$ cat src/rtl/event_fifo_reader.sv
`default_nettype none
// ============================================================================
//  Module   : event_fifo_reader
//  Purpose  : Read side of the capture event FIFO. Pops 64-bit sample words
//             from a standard-mode FIFO (1-cycle read latency) and emits each
//             word as two 32-bit AXI-Stream beats, low half first. tlast marks
//             the final beat of every EVENT_WORDS-word event. The reader is
//             armed/disarmed by the shared 8-bit cmd bus; a disarm only takes
//             effect at an event boundary.
//  Ports    : f125_clk, reset        - clock, synchronous active-high reset
//             cmd                    - command bus (CMD_START / CMD_STOP)
//             dout_i, empty_i        - FIFO read data and empty flag
//             rd_en_o                - FIFO pop strobe (single-cycle pulse)
//             m_axis_t*              - 32-bit AXI-Stream master
//             armed_o                - reader armed
//             event_count_o          - completed events since reset (wraps)
//  Options  : EVENT_HEADER_EN - when defined, each event is prefixed with one
//             header beat {16'hE7E7, event_count_o[15:0]}.
//  Revision : 1.0 - initial release
// ============================================================================
module event_fifo_reader #(
    parameter int unsigned EVENT_WORDS = 64,
    parameter logic [7:0]  CMD_START   = 8'h01,
    parameter logic [7:0]  CMD_STOP    = 8'h02
) (
    input  logic        f125_clk,
    input  logic        reset,
    input  logic [7:0]  cmd,
    input  logic [63:0] dout_i,
    input  logic        empty_i,
    output logic        rd_en_o,
    output logic [31:0] m_axis_tdata,
    output logic        m_axis_tvalid,
    input  logic        m_axis_tready,
    output logic        m_axis_tlast,
    output logic        armed_o,
    output logic [31:0] event_count_o
);

    localparam logic [2:0]  c_ST_IDLE    = 3'd0;
    localparam logic [2:0]  c_ST_FETCH   = 3'd1;
    localparam logic [2:0]  c_ST_WAIT    = 3'd2;
    localparam logic [2:0]  c_ST_SEND_LO = 3'd3;
    localparam logic [2:0]  c_ST_SEND_HI = 3'd4;
    localparam logic [2:0]  c_ST_HDR     = 3'd5;

    localparam logic [15:0] c_LAST_WORD  = 16'(EVENT_WORDS - 1);
    localparam logic [15:0] c_HDR_TAG    = 16'hE7E7;

    logic [2:0]  r_state;
    logic        r_armed;
    logic [15:0] r_word_cnt;
    logic [63:0] r_hold;
    logic [31:0] r_tdata;
    logic        r_tvalid;
    logic        r_tlast;
    logic [31:0] r_event_cnt;
`ifdef EVENT_HEADER_EN
    // High during the first HDR cycle: the popped word is on dout_i only then
    // is it guaranteed to be the one we asked for, so it is captured once.
    logic        r_hdr_first;
`endif

    logic w_at_boundary;
    logic w_park;
    logic w_pop;
    logic w_handshake;
    logic w_last_word;

    assign w_at_boundary = (r_word_cnt == 16'd0);
    // Disarm only parks the reader between events, never inside one.
    assign w_park        = !r_armed && w_at_boundary;
    // The pop strobe is decoded from the registered state so it lasts exactly
    // the FETCH cycle and can never be raised against an empty FIFO.
    assign w_pop         = (r_state == c_ST_FETCH) && !w_park && !empty_i;
    assign w_handshake   = r_tvalid && m_axis_tready;
    assign w_last_word   = (r_word_cnt == c_LAST_WORD);

    assign rd_en_o       = w_pop;
    assign m_axis_tdata  = r_tdata;
    assign m_axis_tvalid = r_tvalid;
    assign m_axis_tlast  = r_tlast;
    assign armed_o       = r_armed;
    assign event_count_o = r_event_cnt;

    always_ff @(posedge f125_clk) begin
        if (reset) begin
            r_state     <= c_ST_IDLE;
            r_armed     <= 1'b0;
            r_word_cnt  <= 16'd0;
            r_hold      <= 64'd0;
            r_tdata     <= 32'd0;
            r_tvalid    <= 1'b0;
            r_tlast     <= 1'b0;
            r_event_cnt <= 32'd0;
`ifdef EVENT_HEADER_EN
            r_hdr_first <= 1'b0;
`endif
        end else begin
            if (cmd == CMD_START) begin
                r_armed <= 1'b1;
            end else if (cmd == CMD_STOP) begin
                r_armed <= 1'b0;
            end

            case (r_state)
                c_ST_IDLE: begin
                    if (r_armed) begin
                        r_state <= c_ST_FETCH;
                    end
                end

                c_ST_FETCH: begin
                    if (w_park) begin
                        r_state <= c_ST_IDLE;
                    end else if (!empty_i) begin
`ifdef EVENT_HEADER_EN
                        if (w_at_boundary) begin
                            r_state     <= c_ST_HDR;
                            r_tdata     <= {c_HDR_TAG, r_event_cnt[15:0]};
                            r_tvalid    <= 1'b1;
                            r_tlast     <= 1'b0;
                            r_hdr_first <= 1'b1;
                        end else begin
                            r_state <= c_ST_WAIT;
                        end
`else
                        r_state <= c_ST_WAIT;
`endif
                    end
                end

                c_ST_WAIT: begin
                    r_hold   <= dout_i;
                    r_tdata  <= dout_i[31:0];
                    r_tvalid <= 1'b1;
                    r_tlast  <= 1'b0;
                    r_state  <= c_ST_SEND_LO;
                end

`ifdef EVENT_HEADER_EN
                c_ST_HDR: begin
                    r_hdr_first <= 1'b0;
                    if (r_hdr_first) begin
                        r_hold <= dout_i;
                    end
                    if (w_handshake) begin
                        // Header may be accepted in its very first cycle,
                        // before r_hold has been loaded.
                        r_tdata <= r_hdr_first ? dout_i[31:0] : r_hold[31:0];
                        r_state <= c_ST_SEND_LO;
                    end
                end
`endif

                c_ST_SEND_LO: begin
                    if (w_handshake) begin
                        r_tdata <= r_hold[63:32];
                        r_tlast <= w_last_word;
                        r_state <= c_ST_SEND_HI;
                    end
                end

                c_ST_SEND_HI: begin
                    if (w_handshake) begin
                        r_tvalid <= 1'b0;
                        r_tlast  <= 1'b0;
                        r_state  <= c_ST_FETCH;
                        if (w_last_word) begin
                            r_word_cnt  <= 16'd0;
                            r_event_cnt <= r_event_cnt + 32'd1;
                        end else begin
                            r_word_cnt <= r_word_cnt + 16'd1;
                        end
                    end
                end

                default: begin
                    r_state <= c_ST_IDLE;
                end
            endcase
        end
    end

endmodule
`default_nettype wire

$ cat config.mk
export PLATFORM = sky130hd
export DESIGN_NAME = event_fifo_reader
export DESIGN_NICKNAME = d
export VERILOG_FILES = /design/src/rtl/event_fifo_reader.sv
export SDC_FILE = /design/constraint.sdc
export NUM_CORES = 1
export LEC_CHECK = 0
export ABC_AREA = 1
export CORE_UTILIZATION = 45
export DETAILED_ROUTE_END_ITERATION = 12
export PLACE_DENSITY_LB_ADDON = 0.15
export SYNTH_ARGS = -nofsm -noshare
export SYNTH_HDL_FRONTEND = slang
export SYNTH_SLANG_ARGS = --single-unit
$ cat constraint.sdc
create_clock -name f125_clk -period 1.93 [get_ports f125_clk]
set_input_delay 0.193 -clock f125_clk [delete_from_list [all_inputs] [get_ports f125_clk]]
set_output_delay 0.193 -clock f125_clk [all_outputs]
set_load 0.01 [all_outputs]
=== After elaboration in Yosys (flattened, before gate mapping) ===
Cells that the tools add are included.

* Output and inout bits: 68
* Word-level logic and storage cells: 55
* Input port bits: 76
* Register bits: 150

* Add/subtract/negate cells: 2
* Eq/ne operators: 11
* Muxes and demuxes: 15
* Reduce and logical (&&, ||, !) cells: 19

{| class="wikitable"
|+ Operators with widths
! cell !! count
|-
| case mux 32 bit (2 select lines) || 1
|-
| adder 32 x 1 -> 32 bit, second input constant || 1
|-
| 2-to-1 mux 32 bit || 1
|-
| adder 16 x 1 -> 16 bit, second input constant || 1
|-
| equality test 16 x 6 -> 1 bit, second input constant || 1
|-
| logical NOT 16 bit || 1
|-
| 2-to-1 mux 16 bit || 1
|-
| 2-to-1 mux 3 bit || 5
|-
| case mux 3 bit (5 select lines) || 1
|-
| equality test 8 x 1 -> 1 bit, second input constant || 1
|-
| equality test 8 x 2 -> 1 bit, second input constant || 1
|-
| equality test 3 x 2 -> 1 bit, second input constant || 2
|-
| inequality test 2 bit, second input constant || 3
|-
| AND reduction 2 bit || 3
|-
| AND reduction 3 bit || 2
|-
| nonzero test 2 bit || 3
|-
| logical AND 1 bit || 4
|-
| 2-to-1 mux 1 bit || 4
|-
| AND reduction 4 bit || 1
|-
| equality test 3 x 1 -> 1 bit, second input constant || 1
|-
| equality test 3 bit, second input constant || 1
|-
| logical NOT 1 bit || 3
|-
| logical NOT 3 bit || 1
|-
| inequality test 3 bit, second input constant || 1
|-
| 3 further kinds || 3
|}

=== Logic depth before layout (Yosys ltp) ===
* Depth after elaboration: 5
* Gate-level depth with buffers: 12
* Depth with buffers taken out: 12

=== Worst setup path after synthesis ===
No wires, ideal clock.

* Path kind: register -> register
* Start: register r_event_cnt[0] (netlist: event_count_o[0])
* End: register r_event_cnt[22] (netlist: event_count_o[22])
* Arrival time: 1446 ps
* Library setup time: 128 ps
* Setup slack: 356 ps
* Buffers on the path: 0
* Data required time: 1802 ps
* Cell stages (with the launch flop): 11
* Period minus slack after synthesis: 1574 ps
* Path through: dfxtp_1 -> ha_1 -> nand3_1 -> nor2_1 -> nand2_1 -> nor2_1 -> nand2_1 -> nor2_1 -> nand2_1 -> nand2_1 -> nor2_1

* Longest elaborated chain between the ends: 1

{| class="wikitable"
|+ RTL lines
! element !! line !! source
|-
| from (decl) || 57 || <nowiki>logic [31:0] r_event_cnt;</nowiki>
|-
| from (signal assigned) || 171 || <nowiki>r_event_cnt <= r_event_cnt + 32'd1;</nowiki>
|-
| adder 32 x 1 -> 32 bit || 171 ||
|}

No other way between the ends.
A chain may end at the register's enable or synchronous reset.

=== Final worst setup path ===
* Start: register r_word_cnt[0]
* End: output port rd_en_o

* Longest elaborated chain between the ends: 5

{| class="wikitable"
|+ RTL lines
! element !! line !! source
|-
| from (decl) || 52 || <nowiki>logic [15:0] r_word_cnt;</nowiki>
|-
| from (signal assigned) || 173 || <nowiki>r_word_cnt <= r_word_cnt + 16'd1;</nowiki>
|-
| logical NOT 16 bit || 70 || <nowiki>assign w_at_boundary = (r_word_cnt == 16'd0);</nowiki>
|-
| logical AND 1 bit || 72 || <nowiki>assign w_park = !r_armed && w_at_boundary;</nowiki>
|-
| logical NOT 1 bit || 75 || <nowiki>assign w_pop = (r_state == c_ST_FETCH) && !w_park && !empty_i;</nowiki>
|-
| logical AND 1 bit (2 in series) || 75 ||
|-
| to (decl) || 31 || <nowiki>output logic rd_en_o,</nowiki>
|}

No other way between the ends.

==> impl_metrics.toml <==
[clocking]
cts-root-buf = "clkbuf_16"
insertion_delay_ns = 0.42
cts_setup_buffers = 0
clkTransAtPathRegs_ns = 0.05
clock_path_buffers = 2
cts_tree = "done"
cts_max_level = 4
cts_made_buffers = 17
clock-sinks = 118
cts_hold_buf = 0

[yosys]
syn_area_mm2 = 0.00551
seq_area_frac_synth_pct = 42.9
synth_nets = 885
synth_edf_count = 0
syn-instance-count = 806
ys_ff_latch = 118
avgSynthCellArea_um2 = 6.83
ys_dominant_reg_cell = "dfxtp_1"
synth_top_area_share_pct = 42.9
synth-async-reset-ratio_pct = 0
synth_warnings = 0
synthDistinctLibCells = 34
synth.area.top_cells = "dfxtp_1 (43%), nand2_1 (19%), nor2_1 (7.0%)"
synth_top_area_cell = "dfxtp_1"

[setup_path]
start_kind = "flop"
setup.worst_path.class = "reg -> out"
slowest_delay_ns = 0.33
critical_path_arrival_ns = 1.58
timing.critical_path.buf_inv = 3
worstPathRequired_ns = 1.74
crit_path_end_kind = "output pin"
slowest_stage = "dfxtp_2"
path_max_fanout = 4
crit_family = "simple AND/OR/NAND/NOR gates"
cp_cell_sequence = "inv_1 -> ha_1 -> inv_1 -> nor2_1 -> nand2_1 -> nor2_1 -> nand2_1 -> nand2_1 -> nor2_1 -> buf_2"

[floorplan]
fp.dieH_um = 113
fp.dieArea_mm2 = 0.0127
rows = 40
dieWidth_um = 113
io_pins = 144
start_util_pct = 46.0
core_mm2 = 0.0120

[route]
drtIter0Drc = 389
vias = 5623
dr.pass1.iters = 5
wirelength_um = 14800
viasPerCell = 5.05
avgRoutedWirePerCell_um = 13.3
drc = 0
detail-route-antenna-nets = 0

[timing]
relSlewSlack_pct = 54.0
period_minus_slack_ns = 1.77
finalClockSkew_ns = 0.00535
finalCritPeriodShare_pct = 91.7
fmax_mhz = 565
report.final.slew_viol_count = 0
worst_pin_slew_ns = 0.690
hold_violations = 0
finalSetupTns_ns = 0
timing.hold.ws_ns = 0.300
setup_viol = 0
rsz0062_at_grt = "no"

[power]
powerDensity_mw_per_mm2 = 1050
cellLeakagePower_nw = 2.95
power_mw = 8.18
switching_share_pct = 28.3
p_sw_mw = 2.31
seqPwrFrac_pct = 36.8
intPower_mw = 5.86
combPwrFrac_pct = 23.6
clkPwrFrac_pct = 39.6
max-vdd-ir-drop_mv = 0.568

[grt]
grt_max_degree = 63
grt_first_pass_wirelength_um = 24100
gr-total-overflow = 0
grt_pass1_vias = 5132
grtUsageTotal_pct = 24.1
antenna_found_initial = 0

[layout]
finalNetCount = 1032
area_delta_synth_final_pct = 41.1
antenna_cells = 0
layout-drive-gt1-share_pct = 7.76
final_common_cell = "nand2_1"
fin_area_mm2 = 0.00777
nFillCells = 1075
layout_common_cells = "nand2_1 (275), clkdlybuf4s50_1 (141), dfxtp_1 (116)"
post_layout_nonfiller_instances = 1113

[place]
dpl.cell_count = 1081
dpl_cell_area_mm2 = 0.00716
numPortBuffers = 143
globalplace.congestion = 0.864
dp_hpwl_um = 10300

[job]
drv_cap = 0

[run_status]
status = "finished, final reports clean"

[worst_hold_path]
holdCritPathClass = "in -> reg"
-- state kept, by name (all words and copies together) (netlist names) --
signal and flops:
r_word_cnt 16, r_hold 32, m_axis_tdata 32, event_count_o 32, armed_o 1, m_axis_tlast 1
r_state 3, m_axis_tvalid 1
-- per-layer routing --
| metal | vias to the layer above | share of wire, % | global-route usage (%) |
|---|---|---|---|
| met1 | 2529 | 45 | 30.4 |
| met5 | - | 0 | 0 |
| li1 | 2914 | - | - |
| met4 | 0 | 2.0 | 9.24 |
| met3 | 25 | 5.6 | 7.18 |
| met2 | 155 | 47 | 38.8 |
-- cell families after synthesis --
family,after synthesis,share of synthesized area (%)
simple gates,455,34.9
fa+ha+maj,3,0.682
compound gates,132,12.9
flops,118,42.9
buf+inv,81,5.88
xor+xnor,17,2.70
-- through the flow --
| step | worst slack, ns | util, % |
|---|---|---|
| 2_1_floorplan | 0.356 | - |
| 3_3_place_gp | 0.141 | 59.8 |
| 3_5_place_dp | 0.123 | 59.8 |
| 4_1_cts | 0.0358 | 64.9 |
| 5_1_grt | 0.00759 | 65.0 |
| 6_report | 0.161 | 65.0 |
-- tightest hold or removal path, cell delays in order --
cell,delay (ns)
buf_2,0.09
inv_1,0.20
nand2_1,0.14
nor2_1,0.04
-- area by class of cell --
type	count	area, um2	share of cell area (%)
Timing Repair Buffer	160	1600	20.6
Clock buffer	22	454	5.84
Tap cell	147	184	2.37
Clock inverter	10	153	1.96
Sequential cell	118	2360	30.4
Inverter	49	184	2.37
Multi-Input combinational cell	607	2830	36.5
-- Yosys cell counts (2+ instances only) --
cell type / number
nand2_1: 275
ha_1: 3
nor2_1: 102
nor2_4: 4
o21ai_0: 22
nand2_2: 2
clkbuf_1: 23
xnor2_1: 9
nand4_1: 10
nand2_4: 2
nand3_1: 33
a21oi_1: 56
nand3b_1: 5
inv_1: 44
buf_2: 7
o21ai_1: 16
inv_2: 4
a31oi_1: 34
dfxtp_1: 118
nand3_2: 2
xor2_1: 8
nor3_1: 10
nor2_2: 6
-- final timing paths --
check                                   start                 to  slack (ns)  cells past startpoint
worst max-delay path            r_word_cnt[0]            rd_en_o        0.16                     10
worst min register to register     r_hold[51]         r_hold[51]        0.46                      2
worst max register to register  r_word_cnt[7]  event_count_o[12]        0.20                      7
worst min-delay path                    reset         r_state[0]        0.30                      4
-- power by group through the flow --
stage	logic [mW]	registers (mW)	clock network (mW)
after global placement	1.90	3.04	0
after detailed placement	1.94	3.04	0
after CTS	1.94	3.00	3.29
after global routing	2.13	3.05	3.41
final	1.93	3.01	3.24
after floorplan	0.974	3.11	0
-- repair_timing --
action | in CTS | in global routing
cloned | 0 | 0
pin swaps | 0 | 0
gates resized for setup | 5 | 5
setup endpoints to repair | 1 | 3
(Power assumes the default switching activity.)
